### config.mk
export PLATFORM = sky130hd
export DESIGN_NAME = icache_sram_ctrl
export DESIGN_NICKNAME = d
export VERILOG_FILES = /design/src/rtl/icache_sram_pkg.sv /design/src/rtl/icache_rsp_fifo.sv /design/src/rtl/icache_sram_ctrl.sv
export SDC_FILE = /design/constraint.sdc
export NUM_CORES = 1
export LEC_CHECK = 0
export ABC_AREA = 1
export CAP_MARGIN = 10
export CORE_ASPECT_RATIO = 1.5
export CORE_MARGIN = 2
export CORE_UTILIZATION = 48
export CTS_CLUSTER_SIZE = 16
export DETAILED_ROUTE_END_ITERATION = 8
export MAX_ROUTING_LAYER = met4
export PLACE_DENSITY = 0.8
export SETUP_SLACK_MARGIN = 0.4
export SYNTH_ARGS = -nofsm -noshare
export SYNTH_HDL_FRONTEND = slang
export SYNTH_SLANG_ARGS = --single-unit
### constraint.sdc
create_clock -name clk -period 2.8 [get_ports clk]
set_input_delay 0.84 -clock clk [delete_from_list [all_inputs] [get_ports clk]]
set_output_delay 0.84 -clock clk [all_outputs]
set_load 0.05 [all_outputs]
### src/rtl/icache_sram_pkg.sv
`default_nettype none
// ============================================================================
// Module   : icache_sram_pkg
// Brief    : Shared types and constants for the instruction-cache SRAM
//            controller (fill FSM states, SRAM read latency).
// Revision : 1.0 - initial release
// ============================================================================
package icache_sram_pkg;

    // Cycles from the issuing edge until port-1 read data is usable
    localparam int READ_LAT = 2;

    // Line-fill state machine encoding
    typedef enum logic [1:0] {
        IDLE = 2'd0,
        FILL = 2'd1,
        DONE = 2'd2
    } fill_state_t;

endpackage : icache_sram_pkg
`default_nettype wire

### src/rtl/icache_rsp_fifo.sv
`default_nettype none
// ============================================================================
// Module   : icache_rsp_fifo
// Brief    : Fetch response FIFO. Head is presented combinationally; the
//            producer guarantees it never pushes into a full FIFO.
// Revision : 1.0 - initial release
// ============================================================================
module icache_rsp_fifo #(
    parameter int WORD_SIZE = 64,
    parameter int RSP_DEPTH = 4
) (
    input  logic                           clk,
    input  logic                           rst_n,
    input  logic                           i_push,
    input  logic [WORD_SIZE-1:0]           i_push_data,
    input  logic                           i_pop,
    output logic                           o_empty,
    output logic [WORD_SIZE-1:0]           o_head,
    output logic [$clog2(RSP_DEPTH+1)-1:0] o_count
);

    localparam int PTR_W = $clog2(RSP_DEPTH);
    localparam int CNT_W = $clog2(RSP_DEPTH + 1);
    localparam logic [PTR_W-1:0] C_LAST = PTR_W'(RSP_DEPTH - 1);

    logic [WORD_SIZE-1:0] r_mem [RSP_DEPTH];
    logic [PTR_W-1:0]     r_wr_ptr;
    logic [PTR_W-1:0]     r_rd_ptr;
    logic [CNT_W-1:0]     r_count;
    logic                 w_pop;

    assign o_empty = (r_count == '0);
    assign o_head  = r_mem[r_rd_ptr];
    assign o_count = r_count;
    assign w_pop   = i_pop & ~o_empty;

    // Pointer and occupancy bookkeeping; pointers wrap at the depth so
    // non-power-of-two depths work
    always_ff @(posedge clk or negedge rst_n) begin
        if (!rst_n) begin
            r_wr_ptr <= '0;
            r_rd_ptr <= '0;
            r_count  <= '0;
        end else begin
            if (i_push) begin
                r_wr_ptr <= (r_wr_ptr == C_LAST) ? '0 : r_wr_ptr + 1'b1;
            end
            if (w_pop) begin
                r_rd_ptr <= (r_rd_ptr == C_LAST) ? '0 : r_rd_ptr + 1'b1;
            end
            case ({i_push, w_pop})
                2'b10:   r_count <= r_count + 1'b1;
                2'b01:   r_count <= r_count - 1'b1;
                default: r_count <= r_count;
            endcase
        end
    end

    // Storage write; contents need no reset since occupancy gates validity
    always_ff @(posedge clk) begin
        if (i_push) begin
            r_mem[r_wr_ptr] <= i_push_data;
        end
    end

endmodule : icache_rsp_fifo
`default_nettype wire

### src/rtl/icache_sram_ctrl.sv
`default_nettype none
// ============================================================================
// Module   : icache_sram_ctrl
// Brief    : Instruction-cache SRAM controller. Port 0 writes line fills,
//            port 1 serves pipelined fetch reads into a credit-controlled
//            response FIFO. Define ICACHE_SRAM_STATS_EN to add the
//            OUT_stallCycles counter output.
// Revision : 1.0 - initial release
// ============================================================================
module icache_sram_ctrl
    import icache_sram_pkg::*;
#(
    parameter int ADDR_LEN   = 10,
    parameter int WORD_SIZE  = 64,
    parameter int LINE_WORDS = 4,
    parameter int RSP_DEPTH  = 4
) (
    input  logic                                   clk,
    input  logic                                   rst_n,
    input  logic                                   IN_fetchValid,
    input  logic [ADDR_LEN-1:0]                    IN_fetchAddr,
    output logic                                   OUT_fetchReady,
    output logic                                   OUT_rspValid,
    output logic [WORD_SIZE-1:0]                   OUT_rspData,
    input  logic                                   IN_rspReady,
    input  logic                                   IN_fillStart,
    input  logic [ADDR_LEN-$clog2(LINE_WORDS)-1:0] IN_fillLine,
    input  logic                                   IN_fillValid,
    input  logic [WORD_SIZE-1:0]                   IN_fillData,
    output logic                                   OUT_fillReady,
    output logic                                   OUT_fillDone,
    output logic                                   OUT_nce0,
    output logic                                   OUT_nwe0,
    output logic [ADDR_LEN-1:0]                    OUT_addr0,
    output logic [WORD_SIZE-1:0]                   OUT_wdata0,
    output logic [WORD_SIZE/8-1:0]                 OUT_wmask0,
    output logic                                   OUT_nce1,
    output logic [ADDR_LEN-1:0]                    OUT_addr1,
    input  logic [WORD_SIZE-1:0]                   IN_rdata1
`ifdef ICACHE_SRAM_STATS_EN
    ,
    output logic [31:0]                            OUT_stallCycles
`endif
);

    localparam int LINE_BITS = $clog2(LINE_WORDS);
    localparam int LINE_W    = ADDR_LEN - LINE_BITS;
    localparam int CNT_W     = $clog2(RSP_DEPTH + 1);
    localparam int USED_W    = CNT_W + 1;
    localparam logic [LINE_BITS-1:0] C_LAST_WORD = LINE_BITS'(LINE_WORDS - 1);

    fill_state_t          r_state;
    fill_state_t          w_state_nxt;
    logic [LINE_W-1:0]    r_line;
    logic [LINE_W-1:0]    w_line_nxt;
    logic [LINE_BITS-1:0] r_cnt;
    logic [LINE_BITS-1:0] w_cnt_nxt;
    logic [READ_LAT-1:0]  r_vld;
    logic                 r_run;
    logic [CNT_W-1:0]     w_inflight;
    logic [CNT_W-1:0]     w_fifo_cnt;
    logic [USED_W-1:0]    w_used;
    logic                 w_fifo_empty;
    logic                 w_hazard;
    logic                 w_fetch_ready;
    logic                 w_issue;

    // Reads outstanding in the SRAM pipeline
    always_comb begin
        w_inflight = '0;
        for (int i = 0; i < READ_LAT; i++) begin
            w_inflight = w_inflight + CNT_W'(r_vld[i]);
        end
    end

    // Credits use registered occupancy only, so a same-cycle pop never
    // frees a slot early. r_run keeps fetches blocked while in reset.
    assign w_used        = USED_W'(w_inflight) + USED_W'(w_fifo_cnt);
    assign w_hazard      = (r_state == FILL) &&
                           (IN_fetchAddr[ADDR_LEN-1:LINE_BITS] == r_line);
    assign w_fetch_ready = r_run && (w_used < USED_W'(RSP_DEPTH)) && !w_hazard;
    assign w_issue       = IN_fetchValid & w_fetch_ready;

    assign OUT_fetchReady = w_fetch_ready;
    assign OUT_nce1       = ~w_issue;
    assign OUT_addr1      = IN_fetchAddr;
    assign OUT_rspValid   = ~w_fifo_empty;

    // Run flag and read-valid pipeline aligned with SRAM read latency
    always_ff @(posedge clk or negedge rst_n) begin
        if (!rst_n) begin
            r_run <= 1'b0;
            r_vld <= '0;
        end else begin
            r_run <= 1'b1;
            r_vld <= {r_vld[READ_LAT-2:0], w_issue};
        end
    end

    icache_rsp_fifo #(
        .WORD_SIZE (WORD_SIZE),
        .RSP_DEPTH (RSP_DEPTH)
    ) u_rsp_fifo (
        .clk         (clk),
        .rst_n       (rst_n),
        .i_push      (r_vld[READ_LAT-1]),
        .i_push_data (IN_rdata1),
        .i_pop       (IN_rspReady),
        .o_empty     (w_fifo_empty),
        .o_head      (OUT_rspData),
        .o_count     (w_fifo_cnt)
    );

    // Fill FSM state, latched line index and word counter
    always_ff @(posedge clk or negedge rst_n) begin
        if (!rst_n) begin
            r_state <= IDLE;
            r_line  <= '0;
            r_cnt   <= '0;
        end else begin
            r_state <= w_state_nxt;
            r_line  <= w_line_nxt;
            r_cnt   <= w_cnt_nxt;
        end
    end

    assign OUT_addr0  = {r_line, r_cnt};
    assign OUT_wdata0 = IN_fillData;
    assign OUT_wmask0 = '1;

    // Fill FSM next state and port-0 write strobes
    always_comb begin
        w_state_nxt   = r_state;
        w_line_nxt    = r_line;
        w_cnt_nxt     = r_cnt;
        OUT_fillReady = 1'b0;
        OUT_fillDone  = 1'b0;
        OUT_nce0      = 1'b1;
        OUT_nwe0      = 1'b1;
        case (r_state)
            IDLE: begin
                if (IN_fillStart) begin
                    w_state_nxt = FILL;
                    w_line_nxt  = IN_fillLine;
                    w_cnt_nxt   = '0;
                end
            end
            FILL: begin
                OUT_fillReady = 1'b1;
                if (IN_fillValid) begin
                    OUT_nce0  = 1'b0;
                    OUT_nwe0  = 1'b0;
                    w_cnt_nxt = r_cnt + 1'b1;
                    if (r_cnt == C_LAST_WORD) begin
                        w_state_nxt = DONE;
                    end
                end
            end
            DONE: begin
                OUT_fillDone = 1'b1;
                w_state_nxt  = IDLE;
            end
            default: begin
                w_state_nxt = IDLE;
            end
        endcase
    end

`ifdef ICACHE_SRAM_STATS_EN
    logic [31:0] r_stall;

    // Saturating count of cycles a valid fetch was held off
    always_ff @(posedge clk or negedge rst_n) begin
        if (!rst_n) begin
            r_stall <= '0;
        end else if (IN_fetchValid && !w_fetch_ready && (r_stall != '1)) begin
            r_stall <= r_stall + 32'd1;
        end
    end

    assign OUT_stallCycles = r_stall;
`endif

endmodule : icache_sram_ctrl
`default_nettype wire

==> flow_summary_export.csv, run 1 <==
group,metric,value,unit
outcome,outcome,"complete, but fails checks",
outcome,failed_checks,"setup timing",
route,ant_nets,0,
final_layout,fin_area,0.0163,sq mm
logic_synthesis,synth_compound_area_frac,0.0984,
timing,slew_violations,0,
logic_synthesis,yosysWarnings,0,
flow_run,max_cap_viol_count,0,
logic_synthesis,synth-async-reset-ratio,0.0791,
critical_path,ff2ff_path_depth,18,
clock_tree,cts_root_buf,"clkbuf_16",
final_layout,multi_input_area,0.00305,sq mm
critical_path,crit_required,1.96,ns
final_layout,fin_nets,1161,
timing,worst_pin_slew,0.640,ns
route,met3WireLength,3340,um
final_layout,drive_gt1_frac,0.364,
route,viasPerCell,5.59,
placement,dpl_cell_area,0.0140,sq mm
logic_synthesis,synthFlopType,"edfxtp_1",
final_layout,final_cells,1332,
critical_path,end_kind,"output pin",
global_routing,gr-total-overflow,0,
final_layout,nFillCells,1371,
route,routedLengthMet1,10400,um
clock_tree,clk_latency,0.53,ns
placement,routabilityCongestion,0.747,
pwr,max-vdd-ir-drop,0.734,mV
critical_path,r2r_slack,0.19,ns
clock_tree,postCtsHoldBufs,0,
floorplan,die_height,192,um
timing,hold_viol,0,
logic_synthesis,synth_top_family_by_area,"compound AO/OA/AOI/OAI gates",
route,routed_wl,33100,um
placement,dp_worst_setup_slack,-0.202,ns
logic_synthesis,synth_xor_area_frac,0.00310,
timing,slew_headroom,0.573,
floorplan,design.core.area,0.0231,sq mm
clock_tree,cts_max_path_buffers,3,
pwr,leakagePower,5.84,nW
logic_synthesis,synth.distinct_cells,26,
timing,max_freq,350,MHz
placement,place_inst,1243,
critical_path,timing.rr.end,"r_vld[0]",
global_routing,grt_pass1_vias,7663,
logic_synthesis,ys_seq_area_frac,0.730,
logic_synthesis,synth-simple-area-share,0.0633,
hold_path,min-delay-start,"r_vld[0]",
hold_path,hp-class,"flop to flop",
route,wl_met2,17200,um
route,drcViolationCount,0,
final_layout,area_delta_synth_final,44.3,%
global_routing,grt_max_degree,41,
critical_path,cp.arrival,2.02,ns
critical_path,worstSetupStartpointType,"flop",
critical_path,critPathKind,"flop to output pin",
floorplan,ios,315,
route,dr.pass1.iters,5,
clock_tree,clkTransAtPathRegs,0.06,ns
logic_synthesis,synth_edf_count,256,
clock_tree,cts_buffers,25,
route,wire_per_inst,24.8,um
global_routing,antenna_found_initial,2,
route,num_vias,7442,
critical_path,r2r-start,"u_rsp_fifo.o_count[0]",
timing,fin_ws,-0.0575,ns
timing,setup_viol,32,
timing,post-route-min-period,2.86,ns
placement,io_buffer_count,174,
route,highest-signal-layer,"met4",
floorplan,die_area,0.0248,sq mm
clock_tree,htreeDepth,1,
pwr,powerDensity,1260,mW/mm^2
clock_tree,cts_num_sinks,278,
logic_synthesis,synth_fa_ha_area_frac,0.0106,
logic_synthesis,synthMuxAreaShare,0.00399,
logic_synthesis,avgSynthCellArea,13.4,sq um
logic_synthesis,syn_area,0.0113,sq mm
clock_tree,cts_tree,"done",
logic_synthesis,postSynthCellCount,845,
logic_synthesis,ys_ff_latch,278,
global_routing,grt_pass1_wl,45700,um
floorplan,die_x,129,um
timing,finalCritPeriodShare,1.02,
hold_path,min_to,"r_vld[1]",
timing,fin_skew,0.0133,ns
placement,hpwl,17800,um
hold_path,holdPathStages,0,
global_routing,grt_use_total,0.258,
final_layout,regArea,0.00824,sq mm
critical_path,cp_max_fo,6,
floorplan,initial_utilization,0.490,
route,drt_iter0_drc,602,
timing,rsz0062_at_grt,"yes",
floorplan,num_rows,68,
==> cell type report <==
| class | count | area share |
|---|---|---|
| Multi-Input combinational cell | 418 | 0.187 |
| Tap cell | 315 | 0.0242 |
| Clock buffer | 31 | 0.0404 |
| Antenna cell | 2 | 0.000307 |
| Sequential cell | 278 | 0.506 |
| Inverter | 30 | 0.00768 |
| Timing Repair Buffer | 247 | 0.228 |
| Clock inverter | 11 | 0.00599 |
==> Yosys cell counts (5+ instances only) <==
cell      count  area [sq um]
o22ai_1      64           400
clkbuf_1     17          63.8
dfrtp_1      22           551
nor2_1      145           544
buf_4        87           653
buf_2         9          45.0
ha_1          8           100
inv_1        29           109
nand3_1       5          25.0
a21oi_1       6          30.0
edfxtp_1    256          7690
nand2_1      32           120
o21ai_1      51           255
buf_6        12           135
o21ai_0      85           425
==> worst max-delay path by stage <==
stage / depth (start not counted) / start / end / slack, ns
floorplan: 9 / IN_fetchAddr[2] / OUT_fetchReady / 0.39
global placement: 11 / IN_fetchAddr[2] / OUT_fetchReady / -0.19
detailed placement: 11 / IN_fetchAddr[2] / OUT_fetchReady / -0.20
CTS: 6 / u_rsp_fifo.r_rd_ptr[0] / OUT_rspData[62] / -0.04
global route: 6 / u_rsp_fifo.r_rd_ptr[0] / OUT_rspData[57] / -0.1
finish: 6 / u_rsp_fifo.r_rd_ptr[0] / OUT_rspData[43] / -0.06
==> registers in the layout, indices dropped and copies added, names as in the netlist <==
signal / count
r_cnt: 2
r_line: 8
r_run: 1
r_state: 2
r_vld: 2
u_rsp_fifo.o_count: 3
u_rsp_fifo.r_mem: 256
u_rsp_fifo.r_rd_ptr: 2
u_rsp_fifo.r_wr_ptr: 2
==> worst max-delay path, stage by stage, from the launching register on <==
cell and delay [ns]:
dfrtp_4 0.55, inv_12 0.10, buf_16 0.15, clkbuf_16 0.17, nor2_2 0.04, o22ai_2 0.29, buf_12 0.18
==> cells in the final DEF, fill, tap and decap left out, drive strengths merged <==
| cell type | netlist | layout |
|---|---|---|
| clkbuf | 19 | 43 |
| xor2 | 2 | 2 |
| diode | 0 | 2 |
| clkdlybuf4s18 | 0 | 1 |
| nor3 | 1 | 1 |
| clkinv | 0 | 7 |
| bufinv | 0 | 1 |
| nor2 | 145 | 145 |
| buf | 108 | 140 |
| mux2 | 4 | 4 |
| fa | 1 | 1 |
| inv | 30 | 31 |
| a21oi | 6 | 6 |
| nand2 | 32 | 32 |
| edfxtp | 256 | 256 |
| clkdlybuf4s15 | 0 | 4 |
| clkdlybuf4s50 | 0 | 76 |
| conb | 1 | 9 |
| dlygate4sd2 | 0 | 14 |
| ha | 8 | 8 |
| o21ai | 136 | 136 |
| nor3b | 1 | 1 |
| o22ai | 64 | 64 |
| dfrtp | 22 | 22 |
| and2 | 1 | 1 |
| xnor2 | 2 | 2 |
| nand4 | 1 | 1 |
| clkinvlp | 0 | 2 |
| nand3 | 5 | 5 |
==> routing by layer <==
metal,track usage,up-vias
li1,-,3279
met5,-,-
met1,0.253,3648
met4,0.138,0
met3,0.0894,134
met2,0.443,381
==> per-stage QoR <==
stage / total power [W] / hold WS (ns) / setup TNS (ns) / utilization
CTS: 0.0194 / 0.392 / -0.413 / 0.676
finish: 0.0205 / 0.376 / -0.548 / 0.707
floorplan: 0.0110 / 0.360 / 0 / -
global route: 0.0212 / 0.395 / -3.31 / 0.707
global placement: 0.0147 / 0.380 / -0.306 / 0.607
detailed placement: 0.0148 / 0.376 / -0.344 / 0.607
==> cells by family after synthesis <==
family                     count (synthesis)
muxes                                      4
adders and majority gates                  9
AOI/OAI and AO/OA                        206
other                                      1
and+or+nand+nor                          186
DFF                                      278
buffers and inverters                    157
xor gates and xnor gates                   4
==> what timing repair did <==
item	CTS	global route
pin swaps	41	42
resized for setup	174	130
gates cloned	12	12
endpoints found under the setup margin	89	72
setup buffers	20	1
==> power breakdown <==
group	switching [W]	internal (W)	total, W	leakage (nW)
logic	0.00678	0.00531	0.0121	2.90
registers	0.000234	0.00497	0.00521	2.57
clock network	0.00143	0.00177	0.00319	0.368
total	0.00844	0.0120	0.0205	5.84
Note: power is estimated with default switching activity, not from simulation.
==> run 2, diff against run 1 <==
--- a/config.mk
+++ b/config.mk
@@ -9,11 +9,11 @@
 export CAP_MARGIN = 10
 export CORE_ASPECT_RATIO = 1.5
 export CORE_MARGIN = 2
-export CORE_UTILIZATION = 48
-export CTS_CLUSTER_SIZE = 16
+export CORE_UTILIZATION = 52
+export CTS_CLUSTER_SIZE = 24
 export DETAILED_ROUTE_END_ITERATION = 8
 export MAX_ROUTING_LAYER = met4
-export PLACE_DENSITY = 0.8
+export PLACE_DENSITY = 0.86
 export SETUP_SLACK_MARGIN = 0.4
 export SYNTH_ARGS = -nofsm -noshare
 export SYNTH_HDL_FRONTEND = slang
==> constraint.sdc (replaced) <==
create_clock -name clk -period 3.3 [get_ports clk]
set_input_delay 0.99 -clock clk [delete_from_list [all_inputs] [get_ports clk]]
set_output_delay 0.99 -clock clk [all_outputs]
set_load 0.05 [all_outputs]
==> flow_summary_export.csv, run 2 (synthesis results as in run 1) <==
group,metric,value,unit
route,wire_per_inst,26.1,um
hold_path,hp-class,"flop to flop",
route,ant_nets,0,
route,drt_iter0_drc,642,
critical_path,cp.arrival,2.02,ns
pwr,p_sw_frac,0.411,
final_layout,drive_gt1_frac,0.335,
route,dr.pass1.iters,5,
final_layout,final_cell_mix,"256 x edfxtp_1, 100 x nor2_1, 87 x clkdlybuf4s50_1",
floorplan,initial_utilization,0.526,
timing,whs,0.453,ns
critical_path,worst-path-buf-inv,4,
global_routing,grt_pass1_vias,7495,
flow_run,max_cap_viol_count,0,
global_routing,grt_pass1_wl,44600,um
critical_path,worstSetupStartpointType,"flop",
placement,place_inst,1196,
clock_tree,clk_latency,0.54,ns
final_layout,area_delta_synth_final,41.0,%
pwr,power_switching,0.00713,W
floorplan,ios,315,
critical_path,crit_slowest_cell,"dfrtp_4",
global_routing,antenna_found_initial,3,
critical_path,crit_required,2.31,ns
route,viasPerCell,5.94,
route,routed_wl,33400,um
placement,dp_worst_setup_slack,-0.00413,ns
timing,slew_headroom,0.515,
timing,slew_violations,0,
final_layout,nFillCells,1183,
timing,fin_ws,0.292,ns
final_layout,regArea,0.00824,sq mm
timing,max_freq,332,MHz
clock_tree,cts_root_buf,"clkbuf_16",
timing,finalCritPeriodShare,0.912,
final_layout,multi_input_area,0.00294,sq mm
clock_tree,clkTransAtPathRegs,0.07,ns
clock_tree,cts_buffers,25,
final_layout,fin_nets,1144,
critical_path,cp.depth,6,
route,drcViolationCount,0,
critical_path,crit_chain,"buf_6 -> buf_4 -> buf_16 -> o21ai_1 -> o22ai_2 -> buf_12",
floorplan,die_x,124,um
critical_path,end_kind,"output pin",
pwr,powerDensity,1090,mW/mm^2
timing,fin_setup_tns,0,ns
route,num_vias,7579,
floorplan,num_rows,66,
timing,hold_viol,0,
final_layout,top_register,"u_rsp_fifo.r_mem",
global_routing,grt_use_total,0.268,
pwr,p_int,0.0102,W
outcome,outcome,"finished clean",
floorplan,design.core.area,0.0215,sq mm
clock_tree,htreeDepth,1,
pwr,clkPwrFrac,0.175,
placement,routabilityCongestion,0.818,
global_routing,grt_max_degree,42,
timing,post-route-min-period,3.01,ns
hold_path,holdPathStages,0,
placement,hpwl,17400,um
pwr,comb_power_share,0.570,
timing,rsz0062_at_grt,"yes",
pwr,pwr-share-seq,0.255,
floorplan,die_area,0.0229,sq mm
critical_path,cpPeakStageDelay,0.57,ns
critical_path,ff2ff_path_depth,9,
pwr,max-vdd-ir-drop,0.707,mV
critical_path,critPathKind,"flop to output pin",
pwr,leakagePower,5.73,nW
timing,worst_pin_slew,0.725,ns
final_layout,utilization,0.741,
final_layout,largest_register_ffs,256,
critical_path,cpLargestDelayFamily,"buffers and inverters",
floorplan,die_height,184,um
final_layout,final_cells,1277,
timing,setup_viol,0,
timing,fin_skew,0.0167,ns
critical_path,r2r_slack,1.29,ns
critical_path,cp_max_fo,8,
global_routing,gr-total-overflow,0,
final_layout,layout_commonest_cell,"edfxtp_1",
placement,io_buffer_count,174,
clock_tree,cts_max_path_buffers,3,
clock_tree,cts_num_sinks,278,
clock_tree,cts_tree,"done",
==> run 2: cell types whose count changed in the layout (fill, tap and decap cells not counted), sizes merged, moves of 2 or more <==
cell / change
buf: -13
inv: +2
clkdlybuf4s15: -4
clkdlybuf4s50: +11
dlygate4sd2: -12
clkinvlp: -2
bufinv: +3
==> run 2: worst reg2reg max path, stage by stage (launching register included) <==
cell and delay (ns):
dfrtp_1 0.41, inv_1 0.10, nand3_1 0.11, and2_0 0.27
ha_1 0.19, inv_1 0.06, fa_1 0.37, a21oi_1 0.14
o21ai_0 0.10, xor2_1 0.15
==> run 2: area by class of cell <==
class / count / share of cell area
timing repair inverter: 1 / 0.000707
clock buffer: 32 / 0.0422
antenna: 3 / 0.000472
sequential: 278 / 0.518
timing repair buffer: 229 / 0.213
inverter: 30 / 0.00802
multi-input combinational: 418 / 0.184
tap: 272 / 0.0214
clock inverter: 14 / 0.0118
==> run 2: power groups by stage <==
stage / sequential (W) / clock [W] / combinational [W]
after floorplan: 0.00461 / 0 / 0.00427
after global placement: 0.00443 / 0 / 0.00755
after detailed placement: 0.00444 / 0 / 0.00768
after CTS: 0.00440 / 0.00302 / 0.00889
after global routing: 0.00446 / 0.00318 / 0.0102
final: 0.00443 / 0.00303 / 0.00988
==> run 2: what timing repair did <==
action / CTS / global route
endpoints found under the hold margin: 0 / 0
endpoints found under the setup margin: 68 / 69
pin swaps: 34 / 45
setup buffers: 8 / 5
gates resized for setup: 140 / 154
gates cloned: 10 / 9
hold buffers: 0 / 0
==> run 2: through the flow <==
stage | instance area, sq um | power, W
final | 15900 | 0.0173
after global routing | 15900 | 0.0178
after CTS | 15200 | 0.0163
after detailed placement | 13500 | 0.0121
after global placement | 13500 | 0.0120
after floorplan | 11300 | 0.00888
==> run 2: final timing paths <==
kind	from	end
min reg2reg	r_vld[0]	r_vld[1]
min in group asynchronous	rst_n	r_line[4]
max	u_rsp_fifo.r_rd_ptr[0]	OUT_rspData[28]
min	r_vld[0]	r_vld[1]
max in group asynchronous	rst_n	r_cnt[0]
max reg2reg	u_rsp_fifo.o_count[0]	u_rsp_fifo.o_count[2]
==> run 2: routing by layer <==
layer / vias to the layer above / GRT usage / part of all wire
met1: 3712 / 0.270 / 0.31
met5: - / - / 0
met4: 0 / 0.163 / 0.066
li1: 3244 / - / -
met2: 450 / 0.457 / 0.52
met3: 173 / 0.0845 / 0.11
